`src/rtl/rr_mux_sel_arbiter.sv`:
```
// Round-robin arbiter driving the select of an 8:1 mux tree.
// Registered one-hot grant, select and tenure counter; each tenure is capped at MAX_HOLD.
module rr_mux_sel_arbiter #(
  parameter int unsigned N        = 8,
  parameter int unsigned SEL_W    = 3,
  parameter int unsigned MAX_HOLD = 4,
  parameter int unsigned CNT_W    = 3
) (
  input  logic             clk_i,
  input  logic             rst_ni,
  input  logic [N-1:0]     req_i,
  output logic [N-1:0]     gnt_o,
  output logic [SEL_W-1:0] sel_o,
  output logic             gnt_valid_o,
  output logic [CNT_W-1:0] hold_cnt_o
);

  typedef enum logic [0:0] {StIdle, StGrant} state_e;

  state_e           state_q, state_d;
  logic [SEL_W-1:0] ptr_q, ptr_d;
  logic [SEL_W-1:0] sel_q, sel_d;
  logic [N-1:0]     gnt_q, gnt_d;
  logic [CNT_W-1:0] hold_q, hold_d;

  logic [SEL_W-1:0] base;
  logic [SEL_W-1:0] next_ptr;
  logic [SEL_W-1:0] idx;
  logic [SEL_W-1:0] pick_idx;
  logic             pick_found;
  logic             owner_req;
  logic             others;
  logic             at_limit;

  assign next_ptr  = sel_q + SEL_W'(1);
  assign base      = (state_q == StIdle) ? ptr_q : next_ptr;
  assign owner_req = req_i[sel_q];
  assign others    = |(req_i & ~gnt_q);
  assign at_limit  = (hold_q == CNT_W'(MAX_HOLD));

  // First requester at or after base, wrapping modulo N (N is a power of two).
  always_comb begin
    pick_idx   = '0;
    pick_found = 1'b0;
    idx        = '0;
    for (int unsigned k = 0; k < N; k++) begin
      idx = base + SEL_W'(k);
      if (!pick_found && req_i[idx]) begin
        pick_idx   = idx;
        pick_found = 1'b1;
      end
    end
  end

  always_comb begin
    state_d = state_q;
    ptr_d   = ptr_q;
    sel_d   = sel_q;
    gnt_d   = gnt_q;
    hold_d  = hold_q;
    unique case (state_q)
      StIdle: begin
        if (pick_found) begin
          state_d = StGrant;
          sel_d   = pick_idx;
          gnt_d   = N'(1) << pick_idx;
          hold_d  = CNT_W'(1);
        end
      end
      StGrant: begin
        if (!owner_req) begin
          ptr_d = next_ptr;
          if (others) begin
            sel_d  = pick_idx;
            gnt_d  = N'(1) << pick_idx;
            hold_d = CNT_W'(1);
          end else begin
            state_d = StIdle;
            gnt_d   = '0;
            hold_d  = '0;
          end
        end else if (at_limit && others) begin
          // Forced rotation: the search from owner+1 never lands on the owner here.
          ptr_d  = next_ptr;
          sel_d  = pick_idx;
          gnt_d  = N'(1) << pick_idx;
          hold_d = CNT_W'(1);
        end else if (!at_limit) begin
          hold_d = hold_q + CNT_W'(1);
        end
      end
      default: state_d = StIdle;
    endcase
  end

  always_ff @(posedge clk_i or negedge rst_ni) begin
    if (!rst_ni) begin
      state_q <= StIdle;
      ptr_q   <= '0;
      sel_q   <= '0;
      gnt_q   <= '0;
      hold_q  <= '0;
    end else begin
      state_q <= state_d;
      ptr_q   <= ptr_d;
      sel_q   <= sel_d;
      gnt_q   <= gnt_d;
      hold_q  <= hold_d;
    end
  end

  assign gnt_o       = gnt_q;
  assign sel_o       = sel_q;
  assign gnt_valid_o = (state_q == StGrant);
  assign hold_cnt_o  = hold_q;

endmodule

```
`config.mk`:
```
export PLATFORM = sky130hd
export DESIGN_NAME = rr_mux_sel_arbiter
export DESIGN_NICKNAME = d
export VERILOG_FILES = /design/src/rtl/rr_mux_sel_arbiter.sv
export SDC_FILE = /design/constraint.sdc
export NUM_CORES = 1
export LEC_CHECK = 0
export BUFFER_PORTS_ARGS = -buffer_cell sky130_fd_sc_hd__clkbuf_2
export CAP_MARGIN = 20
export CORE_MARGIN = 4
export CORE_UTILIZATION = 52
export CTS_CLUSTER_SIZE = 10
export DETAILED_ROUTE_END_ITERATION = 10
export GPL_TIMING_DRIVEN = 0
export PLACE_DENSITY = 0.76
export SLEW_MARGIN = 20
export SYNTH_ARGS = -nofsm -noshare
export SYNTH_HDL_FRONTEND = slang
export SYNTH_SLANG_ARGS = --single-unit
```
`constraint.sdc`:
```
create_clock -name clk_i -period 3.55 [get_ports clk_i]
set_input_delay 0.1775 -clock clk_i [delete_from_list [all_inputs] [get_ports clk_i]]
set_output_delay 0.1775 -clock clk_i [all_outputs]
set_load 0.03 [all_outputs]
```
# Word-level counts from Yosys, hierarchy flattened

Cells that the tools add are included.

Output and inout bits: 15
Bits in registers: 18
Bits of input ports: 10
Word-level logic and storage cells: 110

Muxes and demuxes: 57
Bitwise gates (word level): 3
Order comparisons: 9
Shifts and indexed selects: 1
Equal/unequal tests: 6
Reductions and logical operators: 20
$add $sub $neg: 9

Operators by type and width:

| cell                  | number |
|---|---|
| $mux W3               | 19 |
| $lt A3 B4 Y1 const B  | 9 |
| $mux W8               | 4 |
| $bmux W1 S3           | 9 |
| $mux W1               | 21 |
| $pmux W8 S2           | 1 |
| $add A3 B3 Y3 const B | 4 |
| $pmux W3 S2           | 2 |
| $add A3 B1 Y3 const B | 3 |
| $and A8 B8 Y8         | 1 |
| $logic_and A1 B1 Y1   | 8 |
| $not A8 Y8            | 1 |
| $reduce_or A8 Y1      | 1 |
| $shl A1 B3 Y8 const A | 1 |
| $logic_not A1 Y1      | 7 |
| $add A3 B2 Y3 const B | 2 |
| $reduce_and A2 Y1     | 3 |
| $ne A4 B3 Y1 const B  | 1 |
| $eq A3 B3 Y1 const B  | 1 |
| $ne A3 B1 Y1 const B  | 1 |
| $ne A3 B2 Y1 const B  | 1 |
| $reduce_and A3 Y1     | 1 |
| $ne A2 B1 Y1 const B  | 1 |
| $ne A2 B2 Y1 const B  | 1 |
| 2 further kinds       | 2 |

# Logic depth before layout (Yosys ltp)

Gate-level depths: netlist of the first run.

Word-level depth: 30
Mapped depth: 15
Depth with buffers taken out: 13

# Worst setup path after synthesis of the first run

OpenSTA, ideal clock, no wires.

Path type: register -> register
From: register sel_q[1] (netlist: sel_o[1])
To: register gnt_q[1] (netlist: gnt_o[1])
Period minus slack after synthesis: 3.929 ns
Cell stages (with the launch flop): 14
Required time: 3.428 ns
Buffers on the path: 1
Path slack: -0.379 ns
Arrival: 3.808 ns
Setup time: 0.122 ns
Cell sequence: dfrtp_1 ha_1 nand2_1 o21ai_2 inv_1 buf_2 ha_1 xnor2_2 mux4_2 or4_4 a311o_1 a22oi_2 a211oi_2 a32o_1

Cells in the longest elaborated chain, start to end: 30
Elaborated cells between the ends (all ways): 66
Those cells by class: add/sub: 8; eq/ne: 2; shift: 1; mux: 40; reduce/logical: 15

Ends and longest elaborated chain:

| element                                                                | line | RTL |
|---|---|---|
| start, declared                                                        | 22   | `logic [SEL_W-1:0] sel_q, sel_d;` |
| start signal, assigned                                                 | 106  | `sel_q <= sel_d;` |
| $add A3 B1 Y3 *                                                        | 35   | `assign next_ptr = sel_q + SEL_W'(1);` |
| named net next_ptr[1]                                                  | 27   | `logic [SEL_W-1:0] next_ptr;` |
| $mux W3 *                                                              | 36   | `assign base = (state_q == StIdle) ? ptr_q : next_ptr;` |
| parallel branches: the longest is 28 deep, another holds $add A3 B1 Y3 | n/a  |  |
| end signal, assigned                                                   | 107  | `gnt_q <= gnt_d;` |
| end, declared                                                          | 23   | `logic [N-1:0] gnt_q, gnt_d;` |

Mark *: on every way through the listed nets, which the timed path passes. The select of a mux whose other input is x is not followed.
A chain may end at the register's enable or synchronous reset.

# Worst setup path after layout of the first run

Same ends and word-level chain as after synthesis.

==> impl_metrics.toml, run 1 <==
[status]
outcome = "finished, final reports clean"

[sta]
fmaxAchievable_mhz = 290
hold_viol_final = 0
final_max_slew_viol_count = 0
rsz0062_at_grt = "true"
max-slew-margin-rel_pct = 52.6
final.period_utilization_pct = 97.2
setup_viol = 0
finalClockSkew_ps = 1.81
final.min_clock_period_ps = 3450
worst_slew_pin_slew_ps = 704

[logic_synthesis]
synth-async-reset-ratio_pct = 100
ys_warn_count = 0
synthMuxAreaShare_pct = 14.0
yosys.area_share.adder_pct = 3.11
mappedNetlistNets = 255
synth_top_family_by_area = "compound AO/OA/AOI/OAI gates"
synthDistinctLibCells = 61
synth_simple_gate_area_share_pct = 21.6
post_synth_instance_area_sq_um = 2010
synth_area_in_compound_gates_pct = 28.9
synth_area_leader_cell = "sky130_fd_sc_hd__dfrtp_1"
synth.area.top_cells = "sky130_fd_sc_hd__dfrtp_1 (22%), sky130_fd_sc_hd__o21ai_0 (5.2%), sky130_fd_sc_hd__mux2i_1 (4.5%)"
ys_seq_area_share_pct = 22.4
syn_area_per_cell_sq_um = 8.39
area_share_of_xor_xnor_cells_in_the_synthesized_design_pct = 3.85
synth-edff-count = 0
top_ff_cell_synth = "sky130_fd_sc_hd__dfrtp_1"
synth_seq_cells = 18
netlist_instances = 240
synth_top_area_share_pct = 22.4

[drt]
vias_per_cell = 6.52
route.detailed.wl_per_inst_um = 18.5
drtIter0Drc = 281
via_count = 2158
drcViolationCount = 0
wirelength_um = 6140
antenna_violating_nets_left = 0
firstDrtPassIters = 4

[grt]
globalRouteTotalUtil_pct = 25.2
grt.met2_usage_pct = 37.8
antenna_found_initial = 0
grt_overflow = 0
grt_max_degree = 19
gr-usage-met3_pct = 3.45
grt_most_used_layer = "met2"
grt_first_pass_wirelength_um = 10000
globalRouteMet1Util_pct = 36.5
grt_pass1_vias = 2028

[clock_network]
cts_buffers = 3
tritoncts_num_sinks = 18
tritoncts = "built"
clk-insertion-delay-late_ps = 260
clk_transition_reported_paths_ps = 70
cts_h_tree_depth = 1
clockBufferDepth = 2
cts.root.buffer_cell = "sky130_fd_sc_hd__clkbuf_8"

[setup_path]
critical_path_class = "reg -> reg"
r2r_start = "sel_o[1]"
r2r_setup_slack_ps = 100
critical_path.startpoint_type = "register"
reg2reg_depth = 13
crit_required_ps = 3700
element_type_at_the_critical_path_end = "register"
path_max_fanout = 10
cp.arrival_ps = 3600
r2r-end = "gnt_o[1]"

[final_layout]
antennaDiodeCount = 0
final_net_count = 299
final_standard_cell_utilization_of_the_core_pct = 69.1
layout-drive-gt1-share_pct = 33.9
layout.cells.most_common = "sky130_fd_sc_hd__clkbuf_2"
layout.cells.most_common_list = "sky130_fd_sc_hd__clkbuf_2 (24), sky130_fd_sc_hd__o21ai_0 (20), sky130_fd_sc_hd__inv_1 (17), sky130_fd_sc_hd__buf_4 (16), sky130_fd_sc_hd__dfrtp_1 (16)"
area.growth.synth_to_final_pct = 27.4

[placement]
dpl.hpwl_um = 4440
place.gp.congestion = 0.925
number_of_i_o_port_buffers = 24

[floorplan]
io_pins = 25
die_w_um = 70.2
floorplan.die.height_um = 70.2
initial_core_util_pct = 54.2
design.core.area_sq_um = 3720
die_area_sq_um = 4930
std_cell_rows = 22

[flow_run]
max_cap_violations = 0

[min_path]
hold_path.class = "in -> async"
## worst max path at each step
stage	start	to	cells after the start	slack (ps)
2_1_floorplan	sel_o[1]	gnt_o[1]	13	20
3_3_place_gp	sel_o[0]	hold_cnt_o[2]	13	-340
3_5_place_dp	sel_o[0]	hold_cnt_o[2]	13	-400
4_1_cts	sel_o[1]	gnt_o[1]	13	20
5_1_grt	sel_o[0]	gnt_o[5]	15	-50
6_report	sel_o[1]	gnt_o[1]	13	100
## metal layers
metal | vias to the layer above | part of all wire (%)
met5 | - | 0
met4 | 0 | 2.3
met3 | 14 | 7.2
met2 | 90 | 46
met1 | 1046 | 45
li1 | 1008 | -
## logic make-up after synthesis
group / after synthesis
mux: 21
buf+inv: 26
fa+ha+maj: 5
xor+xnor: 5
flops: 18
simple gates: 81
compound gates: 84
## through the flow
stage          worst slack [ps]  instances  hold slack [ps]  setup TNS, ps  cell area [sq um]
5_1_grt                   -48.1        331              456           -163               2570
6_report                   99.0        331              389              0               2570
3_5_place_dp               -404        312              150          -3870               2260
3_3_place_gp               -343        312              143          -3400               2260
2_1_floorplan              16.0        240             -118              0               2080
4_1_cts                    23.4        325              407              0               2420
## synth_stat cells, types with 2 or more instances
master / count
sky130_fd_sc_hd__o21ai_0: 21
sky130_fd_sc_hd__dfrtp_1: 18
sky130_fd_sc_hd__inv_1: 18
sky130_fd_sc_hd__nand3_1: 17
sky130_fd_sc_hd__nand2_1: 14
sky130_fd_sc_hd__nor2_1: 14
sky130_fd_sc_hd__a21oi_1: 12
sky130_fd_sc_hd__mux2i_1: 9
sky130_fd_sc_hd__and2_1: 8
sky130_fd_sc_hd__mux2_2: 7
sky130_fd_sc_hd__a31oi_1: 6
sky130_fd_sc_hd__o22ai_1: 6
sky130_fd_sc_hd__ha_1: 5
sky130_fd_sc_hd__nor3_1: 5
sky130_fd_sc_hd__o31ai_1: 5
sky130_fd_sc_hd__a32o_1: 4
sky130_fd_sc_hd__mux4_2: 4
sky130_fd_sc_hd__nor4_1: 4
sky130_fd_sc_hd__a21boi_0: 3
sky130_fd_sc_hd__a21o_1: 3
sky130_fd_sc_hd__buf_4: 3
sky130_fd_sc_hd__o21a_1: 3
sky130_fd_sc_hd__a311o_1: 2
sky130_fd_sc_hd__and3_1: 2
sky130_fd_sc_hd__buf_2: 2
sky130_fd_sc_hd__buf_6: 2
sky130_fd_sc_hd__nand2b_1: 2
sky130_fd_sc_hd__nand4_1: 2
sky130_fd_sc_hd__nor2b_1: 2
sky130_fd_sc_hd__o211ai_1: 2
sky130_fd_sc_hd__o32ai_1: 2
sky130_fd_sc_hd__or3_1: 2
sky130_fd_sc_hd__or4_4: 2
sky130_fd_sc_hd__xnor2_1: 2
## area by class of cell
class	instances	area [sq um]
multi-input combinational	196	1630
fill	303	1150
sequential	18	453
timing repair buffer	39	235
buffer	8	68.8
inverter	18	67.6
tap	48	60.1
clock buffer	4	55.1
## worst max-delay path: stages (launching register included)
cell and delay [ps]:
sky130_fd_sc_hd__dfrtp_2 430, sky130_fd_sc_hd__ha_4 300, sky130_fd_sc_hd__nand2_2 80, sky130_fd_sc_hd__o21ai_4 80, sky130_fd_sc_hd__inv_2 60, sky130_fd_sc_hd__buf_6 140, sky130_fd_sc_hd__ha_4 180, sky130_fd_sc_hd__xnor2_4 170
sky130_fd_sc_hd__mux4_2 600, sky130_fd_sc_hd__or4_4 440, sky130_fd_sc_hd__a311o_1 290, sky130_fd_sc_hd__a22oi_2 230, sky130_fd_sc_hd__a211oi_4 80, sky130_fd_sc_hd__a32o_1 240
## registers in the layout (all words and copies together) (netlist names)
name / flops
gnt_o: 8
gnt_valid_o: 1
hold_cnt_o: 3
ptr_q: 3
sel_o: 3
## what timing repair did
| action | 4_1_cts | 5_1_grt |
|---|---|---|
| hold endpoints to repair | 18 | 0 |
| hold buffers | 1 | 0 |
| cloned | 0 | 0 |
| buffers inserted | 8 | 6 |
| endpoints found under the setup margin | 13 | 11 |
| resized for setup | 6 | 18 |
| pin swaps | 5 | 8 |
Power of run 1 is not shown: default switching activity piles up to over one toggle a cycle in this logic, so the estimate is an artifact.
==> run 2, diff against run 1 <==
==> constraint.sdc (replaced) <==
create_clock -name clk_i -period 3.55 [get_ports clk_i]
set_input_delay 0.8875 -clock clk_i [delete_from_list [all_inputs] [get_ports clk_i]]
set_output_delay 0.8875 -clock clk_i [all_outputs]
set_load 0.03 [all_outputs]
==> run 2 against run 1 <==
Net effect:
- via count is essentially flat
- clock skew up 2.6 ps
- global-route usage about the same
- cell count is 0.30% lower
- count of clock-buffer cells in the layout unchanged
- non-clock buffer count decreased by 1
- critical path depth is the same
- register-to-register slack about the same
- worst hold slack better by 140 ps
- sequential cell count did not move
- sequential share of layout area up 0.069 points
- critical path type unchanged
==> impl_metrics.toml, run 2 (same netlist as run 1, synthesis figures left out) <==
[grt]
grt_max_degree = 19
grt_overflow = 0
antenna_found_initial = 0
grt_pass1_vias = 2025
grt_first_pass_wirelength_um = 10000
globalRouteTotalUtil_pct = 25.1

[drt]
drcViolationCount = 0
drtIter0Drc = 258
via_count = 2160
wirelength_um = 6140
vias_per_cell = 6.55
firstDrtPassIters = 5
antenna_violating_nets_left = 0
route.detailed.wl_per_inst_um = 18.6

[sta]
final.min_clock_period_ps = 3460
worst_slew_pin_slew_ps = 724
final.period_utilization_pct = 97.6
final_max_slew_viol_count = 0
rsz0062_at_grt = "true"
max-slew-margin-rel_pct = 51.3
finalClockSkew_ps = 4.42
setup_viol = 0
fmaxAchievable_mhz = 289
hold_viol_final = 0

[setup_path]
path_max_fanout = 10
crit_required_ps = 3700
critical_path.startpoint_type = "register"
path_cells = "ha_4, nand2_2, o21ai_4, inv_2, buf_6, ha_4, xnor2_4, mux4_2, or4_4, a311o_1, a22oi_2, a211oi_4, a32o_1"
critical_path_class = "reg -> reg"
cp.arrival_ps = 3610
critical-path-top-cell-by-count = "sky130_fd_sc_hd__ha_4"
critPathTopFamily = "compound AO/OA/AOI/OAI gates"
r2r_setup_slack_ps = 90
critical_path.n_buffers_inverters = 2
element_type_at_the_critical_path_end = "register"
critPathSlowestCell = "sky130_fd_sc_hd__mux4_2"
cp_slowest_stage_delay_ps = 610

[floorplan]
die_area_sq_um = 4930
floorplan.die.height_um = 70.2
std_cell_rows = 22
die_w_um = 70.2
design.core.area_sq_um = 3720
initial_core_util_pct = 54.2
io_pins = 25

[clock_network]
tritoncts_num_sinks = 18
tritoncts = "built"
cts_buffers = 3
cts_h_tree_depth = 1
clockBufferDepth = 2
cts.root.buffer_cell = "sky130_fd_sc_hd__clkbuf_8"
holdBufCountCts = 0
clk_transition_reported_paths_ps = 70
clk-insertion-delay-late_ps = 260

[final_layout]
largest_register_ffs = 8
post_layout_nonfiller_instances = 330
nFillCells = 305
area.growth.synth_to_final_pct = 26.9
final_net_count = 298
antennaDiodeCount = 0
layout.cells.most_common = "sky130_fd_sc_hd__clkbuf_2"
layout-drive-gt1-share_pct = 34.0
layout.cells.most_common_list = "sky130_fd_sc_hd__clkbuf_2 (24), sky130_fd_sc_hd__o21ai_0 (20), sky130_fd_sc_hd__inv_1 (17), sky130_fd_sc_hd__buf_4 (16), sky130_fd_sc_hd__dfrtp_1 (16)"

[status]
outcome = "finished, final reports clean"

[flow_run]
max_cap_violations = 0

[placement]
number_of_i_o_port_buffers = 24
place.gp.congestion = 0.925
dpl.hpwl_um = 4440
placed_cells_incl_taps = 312

[min_path]
hold_path.class = "reg -> reg"
run 2: cell count changes in the layout (fill, tap and decap cells not counted), sizes merged:
cell | before | now
dlygate4sd3 | 1 | 0
run 2: tightest hold or removal path: stages (launching register included):
cell,delay (ps)
sky130_fd_sc_hd__dfrtp_1,380
sky130_fd_sc_hd__nand2_1,60
sky130_fd_sc_hd__o31ai_1,60
run 2: final timing paths:
path,from,to,cells past startpoint
setup / recovery,sel_o[1],gnt_o[1],13
hold / removal,gnt_o[6],gnt_o[6],2
setup reg to reg,sel_o[1],gnt_o[1],13
hold reg to reg,gnt_o[6],gnt_o[6],2
max in group asynchronous,rst_ni,sel_o[0],1
min in group asynchronous,rst_ni,gnt_valid_o,1
run 2: layer usage:
metal	up-vias	track usage [%]	share of wire, %
met4	0	8.94	2.3
li1	1009	-	-
met2	93	37.8	46
met3	14	3.45	6.4
met1	1044	36.4	46
met5	-	0	0
run 2: layout make-up:
type	instances	area (sq um)	area share (%)
multi-input cells	196	1630	63.6
flip-flops and latches	18	453	17.7
repair buffers	38	225	8.81
plain buffers	8	68.8	2.69
inverters	18	67.6	2.64
well taps	48	60.1	2.35
clock buffers	4	55.1	2.15
run 2: stage by stage:
| stage | util [%] | setup WS (ps) | hold WS, ps | instance area (sq um) | TNS [ps] |
|---|---|---|---|---|---|
| 2_1_floorplan | - | 16.0 | 497 | 2080 | 0 |
| 3_3_place_gp | 60.9 | -343 | 501 | 2260 | -3400 |
| 3_5_place_dp | 60.9 | -404 | 512 | 2260 | -3870 |
| 4_1_cts | 64.8 | 23.4 | 529 | 2410 | 0 |
| 5_1_grt | 68.8 | -48.1 | 566 | 2560 | -163 |
| 6_report | 68.8 | 86.9 | 526 | 2560 | 0 |
run 2: timing repair:
action,in CTS,in global routing
resized for setup,6,18
setup buffers,8,6
endpoints found under the setup margin,13,11
pin swaps,5,8
Power of run 2 is left out for the same reason.
